==> config.mk <==
export PLATFORM = sky130hd
export DESIGN_NAME = sort4_stream
export DESIGN_NICKNAME = d
export VERILOG_FILES = /design/src/rtl/sort_pkg.sv /design/src/rtl/sort4_stream_cmp_swap.sv /design/src/rtl/sort4_stream.sv
export SDC_FILE = /design/constraint.sdc
export NUM_CORES = 1
export LEC_CHECK = 0
export BUFFER_PORTS_ARGS = -buffer_cell sky130_fd_sc_hd__buf_4
export CORE_ASPECT_RATIO = 2
export CORE_UTILIZATION = 30
export CTS_CLUSTER_SIZE = 12
export DETAILED_ROUTE_END_ITERATION = 7
export GPL_ROUTABILITY_DRIVEN = 0
export GPL_TIMING_DRIVEN = 0
export PLACE_DENSITY = 0.47
export SYNTH_ARGS = -nofsm -noshare
export SYNTH_HDL_FRONTEND = slang
export SYNTH_SLANG_ARGS = --single-unit
export TNS_END_PERCENT = 1
==> constraint.sdc <==
create_clock -name clk -period 3.9 [get_ports clk]
set_input_delay 0.975 -clock clk [delete_from_list [all_inputs] [get_ports clk]]
set_output_delay 0.975 -clock clk [all_outputs]
set_load 0.01 [all_outputs]
==> src/rtl/sort_pkg.sv <==
// Shared definitions for the serial 4-word sorter: state encoding, group sizes,
// and the fixed compare-exchange schedule (step -> register index pair).
// Pure declarations; no latency and no flow control of its own.
package sort_pkg;

    localparam int NUM_WORDS  = 4;
    localparam int SORT_STEPS = 5;

    typedef enum logic [1:0] {
        ST_LOAD = 2'd0,
        ST_SORT = 2'd1,
        ST_OUT  = 2'd2
    } state_e;

    // Lower-index register of the pair compared at a given step.
    // The order (0,1)(2,3)(0,2)(1,3)(1,2) is the optimal 4-input network.
    function automatic logic [1:0] step_lo(input logic [2:0] step);
        logic [1:0] lo;
        case (step)
            3'd0:    lo = 2'd0;
            3'd1:    lo = 2'd2;
            3'd2:    lo = 2'd0;
            3'd3:    lo = 2'd1;
            3'd4:    lo = 2'd1;
            default: lo = 2'd0;
        endcase
        return lo;
    endfunction

    // Higher-index register of the pair compared at a given step.
    function automatic logic [1:0] step_hi(input logic [2:0] step);
        logic [1:0] hi;
        case (step)
            3'd0:    hi = 2'd1;
            3'd1:    hi = 2'd3;
            3'd2:    hi = 2'd2;
            3'd3:    hi = 2'd3;
            3'd4:    hi = 2'd2;
            default: hi = 2'd1;
        endcase
        return hi;
    endfunction

endpackage

==> src/rtl/sort4_stream_cmp_swap.sv <==
// Combinational compare-exchange of two words; lo_out goes to the lower-index slot.
// Latency: 0 cycles (pure combinational).
// Backpressure: none; operands are muxed in by the parent each cycle.
// Ports: a_i/b_i = lower/higher-index operands, lo_out_o/hi_out_o = ordered results.
module cmp_swap #(
    parameter int WIDTH  = 8,
    parameter bit ASCEND = 1'b1
) (
    input  logic [WIDTH-1:0] a_i,
    input  logic [WIDTH-1:0] b_i,
    output logic [WIDTH-1:0] lo_out_o,
    output logic [WIDTH-1:0] hi_out_o
);

    logic swap;

    // Strict compares so equal words never move (keeps load order for ties).
    assign swap     = ASCEND ? (a_i > b_i) : (a_i < b_i);
    assign lo_out_o = swap ? b_i : a_i;
    assign hi_out_o = swap ? a_i : b_i;

endmodule

==> src/rtl/sort4_stream.sv <==
// Serial 4-word sorter: load 4 words, 5-step compare-exchange, stream out sorted.
// Latency: first out_valid 6 cycles after the edge accepting the 4th word.
// Backpressure: in_ready low outside LOAD; output word held while out_ready is low.
// Ports: clk/reset_n; in_valid/in_ready/in_data producer side;
//        out_valid/out_ready/out_data/out_last consumer side; busy = SORT or OUT.
module sort4_stream
    import sort_pkg::*;
#(
    parameter int WIDTH  = 8,
    parameter bit ASCEND = 1'b1
) (
    input  logic             clk,
    input  logic             reset_n,
    input  logic             in_valid,
    output logic             in_ready,
    input  logic [WIDTH-1:0] in_data,
    output logic             out_valid,
    input  logic             out_ready,
    output logic [WIDTH-1:0] out_data,
    output logic             out_last,
    output logic             busy
);

    state_e           state_q, state_d;
    logic [1:0]       idx_q, idx_d;
    logic [2:0]       step_q, step_d;
    logic [WIDTH-1:0] r_q [NUM_WORDS];
    logic [WIDTH-1:0] r_d [NUM_WORDS];
    logic             out_valid_q, out_valid_d;
    logic             out_last_q, out_last_d;
    logic [WIDTH-1:0] out_data_q, out_data_d;

    logic [1:0]       lo_idx, hi_idx;
    logic [WIDTH-1:0] cmp_lo, cmp_hi;

    assign lo_idx = step_lo(step_q);
    assign hi_idx = step_hi(step_q);

    // Single shared comparator; its operands follow the step schedule.
    cmp_swap #(
        .WIDTH  (WIDTH),
        .ASCEND (ASCEND)
    ) u_cmp_swap (
        .a_i      (r_q[lo_idx]),
        .b_i      (r_q[hi_idx]),
        .lo_out_o (cmp_lo),
        .hi_out_o (cmp_hi)
    );

    always_comb begin
        state_d     = state_q;
        idx_d       = idx_q;
        step_d      = step_q;
        r_d         = r_q;
        out_valid_d = out_valid_q;
        out_last_d  = out_last_q;
        out_data_d  = out_data_q;

        case (state_q)
            ST_LOAD: begin
                if (in_valid) begin
                    r_d[idx_q] = in_data;
                    idx_d      = idx_q + 2'd1;
                    if (idx_q == 2'(NUM_WORDS - 1)) begin
                        idx_d   = 2'd0;
                        step_d  = 3'd0;
                        state_d = ST_SORT;
                    end
                end
            end
            ST_SORT: begin
                r_d[lo_idx] = cmp_lo;
                r_d[hi_idx] = cmp_hi;
                if (step_q == 3'(SORT_STEPS - 1)) begin
                    step_d  = 3'd0;
                    idx_d   = 2'd0;
                    state_d = ST_OUT;
                end else begin
                    step_d = step_q + 3'd1;
                end
            end
            ST_OUT: begin
                // First OUT cycle registers word 0; afterwards the next word is
                // fetched only on a handshake, so a stalled word never changes.
                if (!out_valid_q) begin
                    out_valid_d = 1'b1;
                    out_data_d  = r_q[0];
                    out_last_d  = 1'b0;
                end else if (out_ready) begin
                    if (idx_q == 2'(NUM_WORDS - 1)) begin
                        out_valid_d = 1'b0;
                        out_last_d  = 1'b0;
                        idx_d       = 2'd0;
                        state_d     = ST_LOAD;
                    end else begin
                        idx_d      = idx_q + 2'd1;
                        out_data_d = r_q[idx_q + 2'd1];
                        out_last_d = (idx_q == 2'(NUM_WORDS - 2));
                    end
                end
            end
            default: begin
                state_d = ST_LOAD;
            end
        endcase
    end

    always_ff @(posedge clk or negedge reset_n) begin
        if (!reset_n) begin
            state_q     <= ST_LOAD;
            idx_q       <= 2'd0;
            step_q      <= 3'd0;
            for (int i = 0; i < NUM_WORDS; i++) begin
                r_q[i] <= '0;
            end
            out_valid_q <= 1'b0;
            out_last_q  <= 1'b0;
            out_data_q  <= '0;
        end else begin
            state_q     <= state_d;
            idx_q       <= idx_d;
            step_q      <= step_d;
            r_q         <= r_d;
            out_valid_q <= out_valid_d;
            out_last_q  <= out_last_d;
            out_data_q  <= out_data_d;
        end
    end

    assign in_ready  = (state_q == ST_LOAD);
    assign busy      = (state_q != ST_LOAD);
    assign out_valid = out_valid_q;
    assign out_last  = out_last_q;
    assign out_data  = out_data_q;

endmodule

======== Word-level counts from Yosys, hierarchy flattened ========
Cells that the tools add are included.
word-level totals
  bits in registers ....................... 49
  input bits .............................. 12
  output and inout bits ................... 12
  logic and storage cells ................. 106
operators by class
  add/subtract/negate cells ............... 2
  $lt $le $gt $ge ......................... 8
  eq/ne operators ......................... 16
  multiplexer cells ....................... 50
  bitwise operators ....................... 4
  reduce and logical (&&, ||, !) cells .... 16
operators by type and width
  kind                  number
  $mux W8               14
  $bwmux W32            3
  $pmux W32 S2          1
  $bmux W8 S2           3
  $demux W8 S2          3
  $mux W32              1
  $mux W2               11
  $ne A2 B2 Y1 const B  7
  $ge A3 B3 Y1 const B  4
  $not A2 Y3            4
  $pmux W2 S3           2
  $lt A3 B1 Y1 const B  3
  $mux W3               3
  $gt A8 B8 Y1          1
  $pmux W2 S2           2
  $eq A2 B2 Y1 const B  3
  $eq A3 B2 Y1 const B  2
  $mux W1               6
  $pmux W3 S2           1
  $reduce_and A3 Y1     2
  $reduce_and A6 Y1     1
  $reduce_or A2 Y1      3
  $reduce_and A5 Y1     1
  $reduce_and A2 Y1     2
  other kinds (10)      13

======== Depth between registers and ports, before layout ========
Gate-level depths: netlist (run 1).
  depth after elaboration ................. 12
  gate-level depth with buffers ........... 19
  mapped depth without buffers ............ 15

======== Modules after synthesis ========
From an unflattened synthesis (run 1), not the netlist that was laid out.
second synthesis, totals
  cells, all modules ...................... 426
  area total of the unflattened synthesis .. 4066.4 um2
by module, submodules not included
  module        instances  cells each  area each (um2)
  sort4_stream  1          382         3589.7
  cmp_swap      1          44          476.7

======== Least setup slack after synthesis (run 1) ========
OpenSTA, ideal clock, no wires.
  kind .................................... register to register
  from .................................... reg step_q[0]
  to ...................................... reg r_q[29] (netlist bit)
  arrival time ............................ 3.638 ns
  setup slack ............................. 0.125 ns
  cell stages (with the launch flop) ...... 18
  buffers on the path ..................... 3
  clock period less this slack ............ 3.775 ns
  cells stage by stage .................... dfrtp_1 > ha_1 > ha_1 > o211ai_1 > o31a_1 > buf_6 > buf_6 > mux2i_1 > a21oi_2 > ha_1 > nor2b_1 > o211ai_1 > a21oi_1 > o31ai_4 > buf_4 > mux2_2 > a22oi_1 > a21oi_1
on the way
  longest elaborated chain between the ends .. 12
  elaborated cells on any way between the ends .. 33
  those cells by class .................... order compare: 5; eq/ne: 4; mux: 17; bitwise: 2; reduce/logical: 5
RTL lines
  element                                         RTL line                                RTL
  from (decl)                                     sort4_stream.sv:26                      logic [2:0] step_q, step_d;
  from (signal assigned)                          sort4_stream.sv:122                     step_q <= step_d;
  $eq A3 B3 Y1, or another cell as far along      sort_pkg.sv:19, sort_pkg.sv:33
  $reduce_or A2 Y1 (no source line)               --
  $pmux W2 S2, on equally long branches           sort_pkg.sv:19, sort_pkg.sv:33
  $not A2 Y3, on equally long branches            --
  $bmux W8 S2, on equally long branches           sort4_stream.sv:44, sort4_stream.sv:45
  $mux W8, on equally long branches (2 in a row)  sort4_stream.sv:44, sort4_stream.sv:45
  $gt A8 B8 Y1                                    sort4_stream_cmp_swap.sv:18             assign swap = ASCEND ? (a_i > b_i) : (a_i < b_i);
  $mux W8                                         sort4_stream_cmp_swap.sv:19             assign lo_out_o = swap ? b_i : a_i;
  $bwmux W32                                      sort4_stream.sv:72                      r_d[lo_idx] = cmp_lo;
  $bwmux W32 (*)                                  sort4_stream.sv:73                      r_d[hi_idx] = cmp_hi;
  $pmux W32 S2 (*)                                sort4_stream.sv:59                      case (state_q)
  to (signal assigned)                            sort4_stream.sv:123                     r_q <= r_d;
  to (decl)                                       sort4_stream.sv:27                      logic [WIDTH-1:0] r_q [NUM_WORDS];
Mark *: on every way between the ends. The rest lies on a longest branch, timed or not. The select of a mux whose other input is x is not followed.
A chain may end at the register's enable or synchronous reset.

======== Final worst setup path (run 1) ========
  from .................................... reg step_q[0]
  to ...................................... reg r_q[31] (netlist bit)
The elaborated chain is that of the path after synthesis.

==> impl_metrics.csv, run 1 <==
group,metric,value,unit
global_routing,grt_overflow,0,
sta,relSlewSlack,30.3,%
sta,worst_pin_slew,1050,ps
die,coreArea,12100,um^2
finish,multi_input_area,2570,um^2
sta,worst_slack,44.8,ps
global_routing,grt_pass1_wl,20500,um
die,start_util,30.7,%
logic_synthesis,ys_warn_count,0,
die,rows,57,
clock_network,clk_path_buf_depth,2,
sta,hold_viol,0,
die,die_x,80.8,um
critical_path,path_cells,"ha_4 > ha_4 > o211ai_1 > o31a_1 > buf_6 > buf_12 > mux2i_4 > a21oi_2 > ha_1 > nor2b_1 > o211ai_1 > a21oi_2 > o31ai_4 > buf_6 > mux2i_1 > a2bb2oi_1 > a21oi_1",
route,dr.pass1.iters,5,
sta,period_minus_slack,3860,ps
critical_path,criticalPathCategory,"flip-flop to flip-flop",
global_routing,track_usage,21.8,%
finish,regArea,1230,um^2
logic_synthesis,synth_cell_types,51,
placement,numPortBuffers,23,
clock_network,numCtsBuffers,5,
logic_synthesis,syn_avg_cell_area,8.73,um^2
sta,final_max_slew_viol_count,0,
finish,fin_nets,509,
global_routing,grtUsageMet1,22.3,%
critical_path,r2r_start,"step_q[0]",
sta,fmax,259,MHz
route,dr_total_vias,3616,
route,viasPerCell,5.78,
sta,timing.hold.ws,510,ps
clock_network,htree_levels,2,
sta,timing.final.crit_share,98.9,%
placement,hpwl,10400,um
global_routing,grt_pass1_vias,3692,
die,io-pin-count,24,
die,die_y,160,um
clock_network,insertion_delay,300,ps
critical_path,cp_num_buf_inv,3,
route,drc_errors,0,
sta,clock_skew,7.35,ps
sta,setup-violations-final,0,
clock_network,postCtsHoldBufs,0,
critical_path,cp-startpoint,"step_q[0]",
critical_path,cp-end-kind,"flip-flop",
critical_path,slowest_delay,450,ps
hold_path,worstHoldStart,"out_data[3]",
global_routing,grt_use_met2,41.1,%
logic_synthesis,synthFlopType,"dfrtp_1",
global_routing,grt_max_degree,50,
logic_synthesis,synth_seq_area_share,33.0,%
route,drt-initial-drc-count,256,
clock_network,clk_pin_slew_worst_paths,70,ps
global_routing,antenna_found_initial,0,
clock_network,cts.sink_count,49,
global_routing,gr-max-usage-layer,"met2",
sta,rsz0062_at_grt,"true",
critical_path,slowest_stage,"dfrtp_2",
route,wirelength,13700,um
route,ant_nets,0,
logic_synthesis,syn_nets,457,
finish,num_antenna_cells,0,
finish,fin_util,39.1,%
logic_synthesis,synth-seq-cells,49,
placement,placed_area,4080,um^2
critical_path,cp-start-kind,"flip-flop",
logic_synthesis,synthesis.area,3720,um^2
placement,pre_cts_ws,-660,ps
finish,fillers,1270,
die,die_area,12900,um^2
global_routing,grt_use_met3,2.06,%
route,drt-wirelength-per-cell,21.9,um
logic_synthesis,synth_edf_count,0,
logic_synthesis,async_reset_ff_share,100,%
clock_network,cts_tree,"built",
critical_path,cp.arrival,4000,ps
critical_path,required,4050,ps
hold_path,hold_path.class,"flip-flop to flip-flop",
logic_synthesis,syn_inst,426,
critical_path,critPathTopFamily,"compound AO/OA/AOI/OAI gates",
job,drv_cap,0,
clock_network,cts_root_buf,"clkbuf_16",
finish,drive_gt1_share,28.4,%
critical_path,path_max_fanout,6,
finish,syn2layout_area_growth,27.5,%
finish,design_area,4740,um^2
run_status,status,"finished, final reports clean",
## metal layers
layer | wire length [um] | share of wire, % | up-vias
li1 | - | - | 1675
met1 | 4780 | 35 | 1777
met2 | 7860 | 57 | 127
met3 | 436 | 3.2 | 37
met4 | 646 | 4.7 | 0
met5 | 0 | 0 | -
## worst register-to-register path, stage by stage (launching register included)
cell and delay, ps:
dfrtp_2 450, ha_4 200, ha_4 200, o211ai_1 190, o31a_1 190, buf_6 140, buf_12 130, mux2i_4 220
a21oi_2 100, ha_1 300, nor2b_1 130, o211ai_1 200, a21oi_2 110, o31ai_4 290, buf_6 210, mux2i_1 300
a2bb2oi_1 260, a21oi_1 100
## cell usage in the layout (no fill, tap or decap), drive strengths merged, types with 2 or more instances in the layout
cell     instances
nor4             2
nand2b          12
mux2i           24
nand3           12
inv             16
nor3             2
nor2            49
a22oi           20
o22a             8
ha              19
nor2b            3
o22ai            4
a21o             2
o31ai           10
o211ai          10
clkbuf          23
dfrtp           49
or2              3
a2bb2oi          8
buf             54
o221ai           2
mux2            16
nand4           10
nand2           31
o21ai           20
and2             3
a21oi           49
a221oi           6
## synthesized netlist by cell type, types with 2 or more instances
library cell	instances	area, um^2
and2_1	3	18.8
mux2i_1	24	240
o31ai_1	9	67.6
o22ai_1	3	18.8
buf_6	5	56.3
clkbuf_1	15	56.3
a21oi_1	47	235
nand3_1	12	60.1
inv_1	15	56.3
o211ai_1	10	75.1
buf_1	2	7.51
or2_2	2	12.5
a21o_1	2	15.0
nand4_1	10	62.6
nor2_1	49	184
mux2_2	15	169
o21ai_1	10	50.1
a22oi_1	20	150
ha_1	19	238
a221oi_2	5	75.1
nand2_1	31	116
a2bb2oi_1	8	70.1
dfrtp_1	49	1230
o21ai_0	10	50.1
buf_2	2	10.0
nor4_1	2	12.5
o221ai_1	2	17.5
nor2b_1	3	18.8
a21oi_2	2	17.5
o22a_1	8	70.1
nand2b_1	12	75.1
## per-stage QoR
| step | setup TNS [ps] | instances |
|---|---|---|
| after floorplan | 0 | 426 |
| after global placement | -13280 | 596 |
| after detailed placement | -15520 | 596 |
| after CTS | -20.0 | 611 |
| after global routing | -1470 | 626 |
| final | 0 | 626 |
## final cells by class
cell class	instances	area share, %
clock inverters	1	0.633
repair buffers	45	7.73
clock buffers	7	3.01
multi-input cells	335	54.3
flip-flops and latches	49	25.9
inverters	17	1.35
plain buffers	25	3.24
well taps	147	3.88
## what timing repair did
action / 4_1_cts / 5_1_grt
gates cloned: 1 / 1
gates resized for setup: 26 / 47
endpoints found under the setup margin: 32 / 32
buffers inserted: 6 / 14
pin swaps: 2 / 16
## flip-flops by register name, indices dropped and copies added (netlist names)
name and count:
step_q 3, out_data 8, out_valid 1, state_q 2
r_q 32, idx_q 2, out_last 1
## logic make-up (layout without fill, tap and decap cells)
logic type,count (synthesis),after routing,share of synthesized area (%)
adders and majority gates,19,19,6.39
DFF,49,49,33.0
and+or+nand+nor,130,130,16.3
AOI/OAI and AO/OA,146,146,27.5
muxes,40,40,11.4
buffers and inverters,42,95,5.41
## final timing paths
| kind | end | slack, ps | cells past startpoint |
|---|---|---|---|
| min in group asynchronous | r_q[22] | 720 | 1 |
| max in group asynchronous | step_q[0] | 2700 | 1 |
| worst max-delay path | r_q[31] | 40 | 17 |
| worst min-delay path | out_data[3] | 510 | 1 |
| worst min register to register | out_data[3] | 510 | 1 |
| worst max register to register | r_q[31] | 40 | 17 |
Power of run 1 is not shown: default switching activity piles up to over one toggle a cycle in this logic, so the estimate is an artifact.
==> run 2, diff against run 1 <==
- CTS_BUF_LIST: not set -> sky130_fd_sc_hd__clkbuf_4
- GPL_ROUTABILITY_DRIVEN: 0 -> not set
==> impl_metrics.csv, run 2 (synthesis results as in run 1) <==
group,metric,value,unit
run_status,status,"finished with violations",
run_status,violations,"setup timing",
critical_path,cp-end-kind,"flip-flop",
die,coreArea,12100,um^2
placement,place.gp.congestion,0.951,
route,viasPerCell,5.70,
finish,largest_register,"r_q",
route,dr_total_vias,3522,
sta,final_max_slew_viol_count,0,
critical_path,path_max_fanout,15,
global_routing,grt_pass1_vias,3562,
clock_network,htree_levels,2,
die,start_util,30.7,%
route,drt-wirelength-per-cell,21.6,um
clock_network,clk_path_buf_depth,2,
clock_network,cts.sink_count,49,
critical_path,required,4200,ps
placement,place_inst,596,
global_routing,track_usage,21.8,%
placement,hpwl,10500,um
finish,syn2layout_area_growth,20.4,%
global_routing,grt_max_degree,50,
sta,fmax,254,MHz
clock_network,cts_tree,"built",
sta,worst_pin_slew,1000,ps
critical_path,r2r_start,"step_q[0]",
clock_network,clk_pin_slew_worst_paths,180,ps
route,wirelength,13400,um
finish,final_cells,618,
route,highest_layer,"met4",
sta,clock_skew,20.6,ps
finish,fin_nets,500,
critical_path,criticalPathCategory,"flip-flop to flip-flop",
die,die_area,12900,um^2
clock_network,postCtsHoldBufs,0,
clock_network,insertion_delay,410,ps
job,drv_cap,0,
sta,relSlewSlack,33.0,%
finish,drive_gt1_share,25.1,%
sta,worst_slack,-38.9,ps
die,die_x,80.8,um
die,die_y,160,um
clock_network,numCtsBuffers,5,
hold_path,worstHoldStart,"out_data[3]",
placement,numPortBuffers,23,
sta,timing.final.crit_share,101,%
die,io-pin-count,24,
sta,hold_viol,0,
sta,period_minus_slack,3940,ps
hold_path,hold_path.class,"flip-flop to flip-flop",
finish,largest_reg_flops,32,
global_routing,antenna_found_initial,1,
critical_path,cp.arrival,4240,ps
route,ant_nets,0,
route,drt-initial-drc-count,298,
clock_network,cts_root_buf,"clkbuf_4",
global_routing,grt_overflow,0,
finish,final_common_cell,"dfrtp_1",
route,wl_met2,7610,um
route,dr.pass1.iters,5,
sta,rsz0062_at_grt,"true",
route,wl_met3,428,um
critical_path,cp-startpoint,"step_q[0]",
route,met1_length,4690,um
die,rows,57,
route,drc_errors,0,
critical_path,cp-start-kind,"flip-flop",
global_routing,grt_pass1_wl,20300,um
finish,layout_common_cells,"dfrtp_1, nor2_1, a21oi_1",
sta,setup-violations-final,5,
critical_path,r2r_slack,-40,ps
run 2: cell types whose count changed in the layout (fill, tap and decap cells not counted), moves of 2 or more:
cell        change
mux2_4          -7
buf_4           -7
a22oi_1         +7
clkbuf_4        +5
a21oi_1         +2
a21oi_2         -2
inv_2           -3
mux2i_2         -2
inv_1           +3
clkbuf_16       -6
mux2_2          +7
a22oi_2         -7
clkinvlp_4      +3
run 2: path summary, 6_finish.rpt:
check                         endpoint  cells past startpoint
max in group asynchronous    step_q[1]                      1
hold / removal             out_data[3]                      1
hold reg to reg            out_data[3]                      1
setup / recovery               r_q[29]                     16
min in group asynchronous  out_data[5]                      1
setup reg to reg               r_q[29]                     16
run 2: through the flow:
stage               area, um^2  TNS, ps  hold slack (ps)  setup WS [ps]  util (%)
finish                    4480    -76.1              528          -38.9      36.9
global route              4480    -1540              550           -103      36.9
CTS                       4270        0              535           8.21      35.2
detailed placement        4080   -17920              499           -724      33.6
global placement          4080   -14170              492           -631      33.6
floorplan                 3720        0              505            125         -
run 2: area by class of cell:
class                      count  area [um^2]
timing repair buffer          37          285
antenna                        1         2.50
clock inverter                 3         22.5
multi-input combinational    335         2510
clock buffer                   5         37.5
tap                          147          184
inverter                      17         63.8
fill                        1289         7640
sequential                    49         1230
buffer                        24          146
run 2: layer usage:
metal,vias up,track usage (%)
met5,-,0
met4,0,12.1
met3,40,1.89
met2,116,40.9
met1,1704,22.5
li1,1662,-
run 2: what timing repair did:
| item | 4_1_cts | 5_1_grt |
|---|---|---|
| resized for setup | 22 | 32 |
| buffers inserted | 5 | 8 |
| setup endpoints to repair | 32 | 36 |
| hold endpoints to repair | 0 | 0 |
| gates cloned | 1 | 0 |
| pin swaps | 3 | 8 |
run 2: worst max-delay path, cell delays in order, from the launching register on:
cell      delay (ps)
dfrtp_2          480
ha_4             190
ha_4             190
o211ai_1         210
o31a_1           230
buf_12           180
mux2i_1          240
a21oi_2          120
ha_1             330
nor2b_1          140
o211ai_1         230
a21oi_2          110
o31ai_4          270
buf_6            210
mux2_2           370
a22oi_1          230
a21oi_1          100
Power of run 2 is left out for the same reason.
==> run 3, diff against run 2 <==
- CORE_MARGIN: not set -> 2
==> impl_metrics.csv, run 3 (synthesis results as in run 1) <==
group,metric,value,unit
finish,layout_common_cells,"dfrtp_1, nor2_1, a21oi_1",
global_routing,grt_max_degree,50,
finish,drive_gt1_share,23.7,%
critical_path,cp-start-kind,"flip-flop",
critical_path,required,4200,ps
run_status,status,"finished with violations",
die,io-pin-count,24,
job,drv_cap,0,
finish,largest_register,"r_q",
run_status,violations,"setup timing",
die,die_x,82.8,um
critical_path,path_max_fanout,6,
placement,numPortBuffers,23,
clock_network,cts_tree,"built",
sta,final_max_slew_viol_count,0,
route,drt-wirelength-per-cell,21.8,um
placement,pre_cts_ws,-649,ps
clock_network,clk_path_buf_depth,2,
sta,worst_slack,-29.9,ps
placement,hpwl,10400,um
route,drc_errors,0,
placement,placed_area,4080,um^2
route,dr.pass1.iters,5,
route,drt-initial-drc-count,237,
sta,rsz0062_at_grt,"true",
sta,period_minus_slack,3930,ps
global_routing,antenna_found_initial,1,
clock_network,clk_pin_slew_worst_paths,180,ps
global_routing,grt_pass1_wl,20300,um
global_routing,track_usage,20.8,%
global_routing,grt_overflow,0,
sta,timing.final.crit_share,101,%
sta,worst_pin_slew,1090,ps
hold_path,hold_path.class,"flip-flop to flip-flop",
critical_path,slowest_delay,430,ps
finish,final_cells,612,
sta,setup-violations-final,3,
critical_path,path_cells,"buf_4 > inv_1 > ha_2 > o211ai_1 > o31a_1 > buf_6 > buf_4 > mux2i_1 > a21oi_2 > ha_1 > a211oi_1 > nor2_1 > o31ai_4 > buf_6 > mux2i_1 > a2bb2oi_1 > a21oi_1",
global_routing,grt_pass1_vias,3580,
sta,relSlewSlack,27.6,%
finish,largest_reg_flops,32,
clock_network,insertion_delay,420,ps
finish,fin_nets,494,
sta,fmax,254,MHz
placement,place.gp.congestion,0.926,
route,wirelength,13300,um
clock_network,postCtsHoldBufs,0,
sta,hold_viol,0,
die,rows,57,
critical_path,cp.arrival,4230,ps
route,dr_total_vias,3517,
placement,place_inst,596,
clock_network,numCtsBuffers,5,
die,die_y,162,um
route,viasPerCell,5.75,
clock_network,cts.sink_count,49,
die,coreArea,12100,um^2
clock_network,cts_root_buf,"clkbuf_4",
die,start_util,30.7,%
finish,design_area,4460,um^2
sta,clock_skew,27.3,ps
critical_path,cp-end-kind,"flip-flop",
die,die_area,13400,um^2
critical_path,slowest_stage,"dfrtp_1",
route,ant_nets,0,
critical_path,criticalPathCategory,"flip-flop to flip-flop",
clock_network,htree_levels,2,
finish,final_common_cell,"dfrtp_1",
finish,syn2layout_area_growth,19.7,%
## run 3: changes by cell type in the layout (fill, tap and decap cells not counted), sizes merged
cell / delta
buf: -6
bufinv: +2
clkinv: +1
clkinvlp: -3
## run 3: worst max-delay path: cells and delay by family (launching register included)
kind                     cells  cell delay, ps
AND/OR/NAND/NOR              1             140
multiplexers                 2             560
adder cells (fa/ha/maj)      2             550
AO/OA/AOI/OAI                7            1440
flip-flops                   1             430
buffers and inverters        5             700
## run 3: metrics by stage
stage,util [%],TNS [ps],hold WS (ps)
6_report,36.7,-57.6,531
5_1_grt,36.7,-2500,548
4_1_cts,35.6,0,536
3_5_place_dp,33.6,-15930,498
3_3_place_gp,33.6,-13570,493
2_1_floorplan,-,0,505
## run 3: path summary, 6_finish.rpt
kind / depth (start not counted) / start / to / slack, ps
setup / recovery: 17 / step_q[0] / r_q[25] / -30
hold / removal: 2 / out_last / out_last / 530
setup reg to reg: 17 / step_q[0] / r_q[25] / -30
hold reg to reg: 2 / out_last / out_last / 530
max in group asynchronous: 1 / reset_n / r_q[13] / 2840
min in group asynchronous: 1 / reset_n / r_q[11] / 570
## run 3: area by class of cell
class	instances	area [um^2]
Tap cell	147	184
Sequential cell	49	1230
Multi-Input combinational cell	335	2490
Fill cell	1271	7670
Buffer	25	154
Clock inverter	3	65.1
Inverter	17	63.8
Clock buffer	5	37.5
Antenna cell	1	2.50
Timing Repair Buffer	30	236
## run 3: timing repair
item	4_1_cts	5_1_grt
endpoints found under the hold margin	0	0
setup endpoints to repair	32	40
gates resized for setup	22	26
pin swaps	2	3
gates cloned	1	0
setup buffers	6	0
## run 3: per-layer routing
layer / global-route usage, % / wire length [um]
met5: 0 / 0
met4: 10.6 / 739
met3: 1.68 / 399
met2: 39.1 / 7520
met1: 21.8 / 4650
Power of run 3 is left out for the same reason.
